===== config.mk =====
export PLATFORM = sky130hd
export DESIGN_NAME = mc_control_flat
export DESIGN_NICKNAME = d
export VERILOG_FILES = /design/src/rtl/mc_control_pkg.sv /design/src/rtl/mc_control_if.sv /design/src/rtl/mc_control_alu_decoder.sv /design/src/rtl/mc_control.sv /design/src/flat_wrapper.sv
export SDC_FILE = /design/constraint.sdc
export NUM_CORES = 1
export LEC_CHECK = 0
export CAP_MARGIN = 5
export CORE_AREA = 2 2 43 45
export DETAILED_ROUTE_END_ITERATION = 10
export DIE_AREA = 0 0 45 47
export PLACE_DENSITY_LB_ADDON = 0.05
export SLEW_MARGIN = 10
export SYNTH_ARGS = -nofsm -noshare
export SYNTH_HDL_FRONTEND = slang
export SYNTH_SLANG_ARGS = --single-unit

===== constraint.sdc =====
create_clock -name clk -period 1.7 [get_ports clk]
set_input_delay 0.34 -clock clk [delete_from_list [all_inputs] [get_ports clk]]
set_output_delay 0.34 -clock clk [all_outputs]
set_load 0.05 [all_outputs]

===== src/rtl/mc_control_pkg.sv =====
// mips_pkg: opcode/funct codes, controller state encodings and ALU control codes for mc_control
package mips_pkg;
  localparam logic [5:0] OP_RTYPE = 6'b000000;
  localparam logic [5:0] OP_LW    = 6'b100011;
  localparam logic [5:0] OP_SW    = 6'b101011;
  localparam logic [5:0] OP_BEQ   = 6'b000100;
  localparam logic [5:0] OP_J     = 6'b000010;
  localparam logic [5:0] OP_ADDI  = 6'b001000;
  localparam logic [5:0] FN_ADD = 6'b100000;
  localparam logic [5:0] FN_SUB = 6'b100010;
  localparam logic [5:0] FN_AND = 6'b100100;
  localparam logic [5:0] FN_OR  = 6'b100101;
  typedef enum logic [1:0] {
    ALUOP_ADD   = 2'b00,
    ALUOP_SUB   = 2'b01,
    ALUOP_FUNCT = 2'b10
  } aluop_t;
  localparam logic [2:0] ALU_AND = 3'b000;
  localparam logic [2:0] ALU_OR  = 3'b001;
  localparam logic [2:0] ALU_ADD = 3'b010;
  localparam logic [2:0] ALU_SUB = 3'b110;
  localparam logic [3:0] S_FETCH  = 4'd0;
  localparam logic [3:0] S_DECODE = 4'd1;
  localparam logic [3:0] S_MEMADR = 4'd2;
  localparam logic [3:0] S_MEMRD  = 4'd3;
  localparam logic [3:0] S_MEMWB  = 4'd4;
  localparam logic [3:0] S_MEMWR  = 4'd5;
  localparam logic [3:0] S_EXEC   = 4'd6;
  localparam logic [3:0] S_ALUWB  = 4'd7;
  localparam logic [3:0] S_BRANCH = 4'd8;
  localparam logic [3:0] S_JUMP   = 4'd9;
  localparam logic [3:0] S_ADDIEX = 4'd10;
  localparam logic [3:0] S_ADDIWB = 4'd11;
endpackage


===== src/rtl/mc_control_if.sv =====
// mc_control_if: instruction fields, ALU/memory status and all controller outputs
interface mc_control_if #(parameter int STATEW = 4);
  logic [5:0] opcode;
  logic [5:0] funct;
  logic zero;
  logic memready;
  logic pcen;
  logic iord;
  logic memread;
  logic memwrite;
  logic irwrite;
  logic memtoreg;
  logic regdst;
  logic regwrite;
  logic alusrca;
  logic [1:0] alusrcb;
  logic [1:0] pcsrc;
  logic [2:0] aluctl;
  logic illegal_op;
  logic [STATEW-1:0] state;
  modport master (
    input opcode, funct, zero, memready,
    output pcen, iord, memread, memwrite, irwrite, memtoreg, regdst, regwrite,
    output alusrca, alusrcb, pcsrc, aluctl, illegal_op, state
  );
  modport slave (
    output opcode, funct, zero, memready,
    input pcen, iord, memread, memwrite, irwrite, memtoreg, regdst, regwrite,
    input alusrca, alusrcb, pcsrc, aluctl, illegal_op, state
  );
endinterface


===== src/rtl/mc_control_alu_decoder.sv =====
// alu_decoder: maps controller aluop plus R-type funct to the 3-bit ALU control code
module alu_decoder
  import mips_pkg::*;
(
  input  aluop_t     aluop,
  input  logic [5:0] funct,
  output logic [2:0] aluctl
);
  logic [2:0] fn_ctl;
  // funct table; unknown functs fall back to add
  always_comb begin
    fn_ctl = funct == FN_SUB ? ALU_SUB : funct == FN_AND ? ALU_AND : funct == FN_OR ? ALU_OR : ALU_ADD;
    aluctl = aluop == ALUOP_SUB ? ALU_SUB : aluop == ALUOP_FUNCT ? fn_ctl : ALU_ADD;
  end
endmodule


===== src/rtl/mc_control.sv =====
// mc_control: multicycle MIPS main controller (Moore FSM); MC_CTRL_ADDI_EN adds the addi states
module mc_control
  import mips_pkg::*;
#(
  parameter int STATEW       = 4,
  parameter bit HAS_MEMREADY = 1'b1
) (
  input logic clk,
  input logic rst_n,
  mc_control_if.master bus
);
  localparam logic [STATEW-1:0] FETCH  = STATEW'(S_FETCH);
  localparam logic [STATEW-1:0] DECODE = STATEW'(S_DECODE);
  localparam logic [STATEW-1:0] MEMADR = STATEW'(S_MEMADR);
  localparam logic [STATEW-1:0] MEMRD  = STATEW'(S_MEMRD);
  localparam logic [STATEW-1:0] MEMWB  = STATEW'(S_MEMWB);
  localparam logic [STATEW-1:0] MEMWR  = STATEW'(S_MEMWR);
  localparam logic [STATEW-1:0] EXEC   = STATEW'(S_EXEC);
  localparam logic [STATEW-1:0] ALUWB  = STATEW'(S_ALUWB);
  localparam logic [STATEW-1:0] BRANCH = STATEW'(S_BRANCH);
  localparam logic [STATEW-1:0] JUMP   = STATEW'(S_JUMP);
`ifdef MC_CTRL_ADDI_EN
  localparam logic [STATEW-1:0] ADDIEX = STATEW'(S_ADDIEX);
  localparam logic [STATEW-1:0] ADDIWB = STATEW'(S_ADDIWB);
`endif
  logic [STATEW-1:0] state_q, state_d, dec_next;
  logic mr, pcwrite, pcwritecond;
  aluop_t aluop;
  assign mr = HAS_MEMREADY ? bus.memready : 1'b1;
  // decode target by opcode; FETCH here means the opcode is unsupported
  always_comb begin
    dec_next = bus.opcode == OP_RTYPE ? EXEC :
               (bus.opcode == OP_LW || bus.opcode == OP_SW) ? MEMADR :
               bus.opcode == OP_BEQ ? BRANCH :
               bus.opcode == OP_J ? JUMP : FETCH;
`ifdef MC_CTRL_ADDI_EN
    if (bus.opcode == OP_ADDI) dec_next = ADDIEX;
`endif
  end
  // next-state logic; memory states wait on memready, unknown encodings recover to FETCH
  always_comb begin
    state_d = FETCH;
    case (state_q)
      FETCH:  state_d = mr ? DECODE : FETCH;
      DECODE: state_d = dec_next;
      MEMADR: state_d = bus.opcode == OP_LW ? MEMRD : MEMWR;
      MEMRD:  state_d = mr ? MEMWB : MEMRD;
      MEMWR:  state_d = mr ? FETCH : MEMWR;
      EXEC:   state_d = ALUWB;
`ifdef MC_CTRL_ADDI_EN
      ADDIEX: state_d = ADDIWB;
`endif
      default: state_d = FETCH;
    endcase
  end
  // state register, async reset back to FETCH
  always_ff @(posedge clk or negedge rst_n) begin
    if (!rst_n) state_q <= FETCH;
    else state_q <= state_d;
  end
  // Moore output decode; everything held at 0 (aluctl=add) while reset is asserted
  always_comb begin
    bus.iord = 1'b0;
    bus.memread = 1'b0;
    bus.memwrite = 1'b0;
    bus.irwrite = 1'b0;
    bus.memtoreg = 1'b0;
    bus.regdst = 1'b0;
    bus.regwrite = 1'b0;
    bus.alusrca = 1'b0;
    bus.alusrcb = 2'b00;
    bus.pcsrc = 2'b00;
    bus.illegal_op = 1'b0;
    pcwrite = 1'b0;
    pcwritecond = 1'b0;
    aluop = ALUOP_ADD;
    if (rst_n) begin
      case (state_q)
        FETCH: begin
          bus.memread = 1'b1;
          bus.alusrcb = 2'b01;
          bus.irwrite = mr;
          pcwrite = mr;
        end
        DECODE: begin
          bus.alusrcb = 2'b11;
          bus.illegal_op = dec_next == FETCH;
        end
        MEMADR: begin
          bus.alusrca = 1'b1;
          bus.alusrcb = 2'b10;
        end
        MEMRD: begin
          bus.iord = 1'b1;
          bus.memread = 1'b1;
        end
        MEMWB: begin
          bus.regwrite = 1'b1;
          bus.memtoreg = 1'b1;
        end
        MEMWR: begin
          bus.iord = 1'b1;
          bus.memwrite = 1'b1;
        end
        EXEC: begin
          bus.alusrca = 1'b1;
          aluop = ALUOP_FUNCT;
        end
        ALUWB: begin
          bus.regwrite = 1'b1;
          bus.regdst = 1'b1;
        end
        BRANCH: begin
          bus.alusrca = 1'b1;
          bus.pcsrc = 2'b01;
          pcwritecond = 1'b1;
          aluop = ALUOP_SUB;
        end
        JUMP: begin
          bus.pcsrc = 2'b10;
          pcwrite = 1'b1;
        end
`ifdef MC_CTRL_ADDI_EN
        ADDIEX: begin
          bus.alusrca = 1'b1;
          bus.alusrcb = 2'b10;
        end
        ADDIWB: bus.regwrite = 1'b1;
`endif
        default: ;
      endcase
    end
    bus.pcen = pcwrite | (pcwritecond & bus.zero);
  end
  assign bus.state = state_q;
  alu_decoder u_alu_dec (
    .aluop (aluop),
    .funct (bus.funct),
    .aluctl(bus.aluctl)
  );
endmodule


===== src/flat_wrapper.sv =====
// flat-port wrapper written by rule: the top's interface ports become plain ports
module mc_control_flat import mips_pkg::*;
#(
  parameter int STATEW       = 4,
  parameter bit HAS_MEMREADY = 1'b1
)
  (clk, rst_n, bus_opcode, bus_funct, bus_zero, bus_memready, bus_pcen, bus_iord, bus_memread, bus_memwrite, bus_irwrite, bus_memtoreg, bus_regdst, bus_regwrite, bus_alusrca, bus_alusrcb, bus_pcsrc, bus_aluctl, bus_illegal_op, bus_state);
  mc_control_if #(.STATEW(STATEW)) bus_i ();
  input logic clk;
  input logic rst_n;
  input wire logic [$bits(bus_i.opcode)-1:0] bus_opcode;
  input wire logic [$bits(bus_i.funct)-1:0] bus_funct;
  input wire logic [$bits(bus_i.zero)-1:0] bus_zero;
  input wire logic [$bits(bus_i.memready)-1:0] bus_memready;
  output wire logic [$bits(bus_i.pcen)-1:0] bus_pcen;
  output wire logic [$bits(bus_i.iord)-1:0] bus_iord;
  output wire logic [$bits(bus_i.memread)-1:0] bus_memread;
  output wire logic [$bits(bus_i.memwrite)-1:0] bus_memwrite;
  output wire logic [$bits(bus_i.irwrite)-1:0] bus_irwrite;
  output wire logic [$bits(bus_i.memtoreg)-1:0] bus_memtoreg;
  output wire logic [$bits(bus_i.regdst)-1:0] bus_regdst;
  output wire logic [$bits(bus_i.regwrite)-1:0] bus_regwrite;
  output wire logic [$bits(bus_i.alusrca)-1:0] bus_alusrca;
  output wire logic [$bits(bus_i.alusrcb)-1:0] bus_alusrcb;
  output wire logic [$bits(bus_i.pcsrc)-1:0] bus_pcsrc;
  output wire logic [$bits(bus_i.aluctl)-1:0] bus_aluctl;
  output wire logic [$bits(bus_i.illegal_op)-1:0] bus_illegal_op;
  output wire logic [$bits(bus_i.state)-1:0] bus_state;
  assign bus_i.opcode = bus_opcode;
  assign bus_i.funct = bus_funct;
  assign bus_i.zero = bus_zero;
  assign bus_i.memready = bus_memready;
  assign bus_pcen = bus_i.pcen;
  assign bus_iord = bus_i.iord;
  assign bus_memread = bus_i.memread;
  assign bus_memwrite = bus_i.memwrite;
  assign bus_irwrite = bus_i.irwrite;
  assign bus_memtoreg = bus_i.memtoreg;
  assign bus_regdst = bus_i.regdst;
  assign bus_regwrite = bus_i.regwrite;
  assign bus_alusrca = bus_i.alusrca;
  assign bus_alusrcb = bus_i.alusrcb;
  assign bus_pcsrc = bus_i.pcsrc;
  assign bus_aluctl = bus_i.aluctl;
  assign bus_illegal_op = bus_i.illegal_op;
  assign bus_state = bus_i.state;
  mc_control #(.STATEW(STATEW), .HAS_MEMREADY(HAS_MEMREADY)) u_core (.clk(clk), .rst_n(rst_n), .bus(bus_i));
endmodule

==> results of run 1 <==
[logic make-up after synthesis]
family	count (synthesis)
compound gates	15
xor+xnor	1
buf+inv	5
flops	4
simple gates	51
[metrics by stage]
| stage | std cells | cell area (sq um) | hold slack (ns) | utilization | setup slack [ns] |
|---|---|---|---|---|---|
| floorplan | 76 | 699 | 0.0444 | - | -0.422 |
| global placement | 157 | 1480 | 0.632 | 0.895 | -0.459 |
| detailed placement | 157 | 1480 | 0.660 | 0.895 | -0.504 |
==> flow_metrics.tcl, run 1 <==
set metrics [dict create \
    seq_area_frac_synth 0.180 \
    cts_root_buf "clkbuf_4" \
    cts_made_buffers 3 \
    synth_top_family_by_area "simple AND/OR/NAND/NOR gates" \
    synth_common_cells "nor2_1, nand2_1" \
    cts_buffer_depth 2 \
    stop_stage "clock tree synthesis (4_1_cts)" \
    synth-compound-area-share 0.196 \
    synthArstFlopShare 1.00 \
    syn_area_per_cell_sq_um 7.33 \
    initial_core_util 0.337 \
    synth_fa_ha_area_frac 0 \
    synth.distinct_cells 32 \
    ctsHoldBuffers 0 \
    rows 15 \
    synth.mux.area_fraction 0 \
    ys_seq_elements 4 \
    synth.top_cell.area_share 0.180 \
    post-cts-setup-buffers 12 \
    synth_warnings 0 \
    yosysMostFrequentCell "nor2_1" \
    chipWidth_um 45 \
    gp_congestion 0.845 \
    firstError "[ERROR DPL-0038] Utilization greater than 100%, impossible to legalize" \
    synth_ff_type "dfrtp_1" \
    die_height_um 47 \
    yosys.area_share.simple 0.566 \
    synth_cells 76 \
    port_buffers 36 \
    syn-cell-area_sq_um 557 \
    status "aborted with a tool error" \
    io_pins 37 \
    cts.sinks 4 \
    synth_xor_area_frac 0.0157 \
    yosys-top-cells-area "dfrtp_1, nor2_1, nor3b_1, nor4b_2, nor2b_1" \
    yosysTopAreaCell "dfrtp_1" \
    h-tree-depth 1 \
    synth_edf_count 0 \
    cts_resized 43 \
    synthesis.nets 92 \
    dpl.hpwl_um 2170 \
]
==> run 2, diff against run 1 <==
CORE_AREA = 2 2 63 65   (was 2 2 43 45)
DIE_AREA = 0 0 65 67   (was 0 0 45 47)
PLACE_DENSITY_LB_ADDON = 0.15   (was 0.05)
==> run 2 against run 1 <==
Effect of this change:
- the flow now finishes, with violations (negative setup slack)
- synthesized cell count unchanged
- area after synthesis is the same
==> flow_metrics.tcl, run 2 <==
set metrics [dict create \
    period_share 1.15 \
    fin_tns_setup_ns -2.85 \
    max_stage_delay_ns 0.42 \
    layout.nets 172 \
    syn-cell-area_sq_um 557 \
    antennaDiodeCount 0 \
    die_height_um 67 \
    synth_xor_area_frac 0.0157 \
    synthArstFlopShare 1.00 \
    cts_buffer_depth 2 \
    synth_top_family_by_area "simple AND/OR/NAND/NOR gates" \
    arrival_ns 1.61 \
    grt_busiest_layer "met2" \
    yosysTopAreaCell "dfrtp_1" \
    chipWidth_um 65 \
    finalInstanceArea_sq_um 1800 \
    tightest_slew_ns 0.344 \
    max_freq_ghz 0.513 \
    dpl_cell_area_sq_um 1500 \
    grt_max_degree 12 \
    multi_input_area_sq_um 684 \
    ant_nets 0 \
    synth.distinct_cells 32 \
    p_total_mw 0.719 \
    synth.top_cell.area_share 0.180 \
    yosys-top-cells-area "dfrtp_1, nor2_1, nor3b_1, nor4b_2, nor2b_1" \
    use_met1 0.110 \
    syn_area_per_cell_sq_um 7.33 \
    port_buffers 36 \
    drt_wl_total_um 2540 \
    synth_common_cells "nor2_1, nand2_1" \
    cts.sinks 4 \
    vias 874 \
    synth_ff_type "dfrtp_1" \
    hold_viol 0 \
    io_pins 37 \
    grtUsageMet2 0.237 \
    peakVddDrop_v 0.000272 \
    seqCellArea_sq_um 105 \
    worstSetupStartpointType "flop" \
    synth-compound-area-share 0.196 \
    antenna_found_initial 0 \
    synth.mux.area_fraction 0 \
    slew_violations 0 \
    hp-class "in -> async" \
    yosys.area_share.simple 0.566 \
    path_class "reg -> out" \
    die_area_sq_um 4360 \
    grt_usage 0.113 \
    fillers 356 \
    power_leakage_nw 0.720 \
    grt_overflow 0 \
    gp_congestion 0.682 \
    max-slew-margin-rel 0.768 \
    drc 0 \
    ctsHoldBuffers 0 \
    viasPerCell 4.33 \
    coreArea_sq_um 3610 \
    largest_reg_flops 4 \
    drtIter0Drc 21 \
    final_common_cell "buf_4" \
    final_cell_mix "buf_4, buf_12, buf_6" \
    status "finished with violations" \
    dpl.hpwl_um 1860 \
    wl_per_cell_um 12.6 \
    h-tree-depth 1 \
    fin_crit_ns 1.95 \
    cts_root_buf "clkbuf_8" \
    synth_fa_ha_area_frac 0 \
    endpoint_kind "output pin" \
    grt_pass1_wl_um 3800 \
    synth_cells 76 \
    ys_seq_elements 4 \
    maxCapViolCount 0 \
    rsz0062_at_grt "yes" \
    firstDrtPassIters 4 \
    seq_area_frac_synth 0.180 \
    synth_edf_count 0 \
    clkTransAtPathRegs_ns 0.03 \
    setup_violations 17 \
    cts_made_buffers 3 \
    worst_slack_ns -0.248 \
    violations "negative setup slack" \
    insertion_delay_ns 0.22 \
    yosysMostFrequentCell "nor2_1" \
    crit_path_max_fanout 3 \
    initial_core_util 0.154 \
    synthesis.nets 92 \
    drive_gt1_frac 0.682 \
    synth_warnings 0 \
    cp.required_ns 1.36 \
    fin_skew_ns 0.00329 \
    cts_tree "yes" \
    path_cells "and2b_2, nand4_1, or3_1, buf_6" \
    slowest_stage "dfrtp_2" \
    syn_to_final_growth_pct 224 \
    power_density_nw_per_um2 399 \
    rows 22 \
    first_global_vias 885 \
    met3_usage 0.0220 \
]
==> run 2: layout make-up <==
cell class	count	share of cell area
tap	48	0.0333
inverter	1	0.00208
sequential	4	0.0583
clock buffer	3	0.0229
multi-input combinational	67	0.380
timing repair buffer	79	0.504
==> run 2: layer usage <==
metal	share of wire	routed length (um)
met5	0	0
met4	0.0075	19
met3	0.053	135
met2	0.58	1480
met1	0.36	903
==> run 2: through the flow <==
step | hold WS (ns) | setup slack [ns] | std cells | util
floorplan | 0.0444 | -0.422 | 76 | -
global placement | 0.606 | -0.442 | 186 | 0.416
detailed placement | 0.618 | -0.485 | 186 | 0.416
CTS | 0.202 | -0.314 | 199 | 0.483
global route | 0.251 | -0.325 | 202 | 0.500
finish | 0.209 | -0.248 | 202 | 0.500
==> run 2: cells by family (layout without fill, tap and decap cells) <==
kind of cell / count (synthesis) / count (layout)
AOI/OAI and AO/OA: 15 / 15
xor gates and xnor gates: 1 / 1
buffers and inverters: 5 / 83
DFF: 4 / 4
and+or+nand+nor: 51 / 51
==> run 2: timing repair <==
item                                   CTS  global route
endpoints found under the hold margin    0             0
setup endpoints to repair               18            17
cloned                                   0             0
gates resized for setup                 38             9
pin swaps                               18             9
setup buffers                           11             4
==> run 2: path summary, 6_finish.rpt <==
check / from / slack, ns / cells after the start / end
max reg2reg: u_core.bus.state[2]$_DFF_PN0_ / 0.07 / 6 / u_core.bus.state[1]$_DFF_PN0_
max in group asynchronous: rst_n / 1.26 / 3 / u_core.bus.state[2]$_DFF_PN0_
min in group clk: u_core.bus.state[1]$_DFF_PN0_ / 0.64 / 2 / u_core.bus.state[3]$_DFF_PN0_
min reg2reg: u_core.bus.state[1]$_DFF_PN0_ / 0.64 / 2 / u_core.bus.state[3]$_DFF_PN0_
min: rst_n / 0.21 / 2 / u_core.bus.state[3]$_DFF_PN0_
max: u_core.bus.state[3]$_DFF_PN0_ / -0.25 / 4 / bus_aluctl[1]
==> run 2: report_power, final <==
part           switching, mW  total, mW  internal, mW
Sequential           0.00396      0.105         0.101
Clock                 0.0546      0.206         0.151
Combinational          0.200      0.408         0.208
Total                  0.259      0.719         0.460
==> run 2: worst max-delay path, delay by kind of cell, from the launching register on <==
family	cells	cell delay [ns]
buffers and inverters	1	0.16
DFF	1	0.42
and+or+nand+nor	3	0.80
Note: power is estimated with default switching activity, not from simulation.
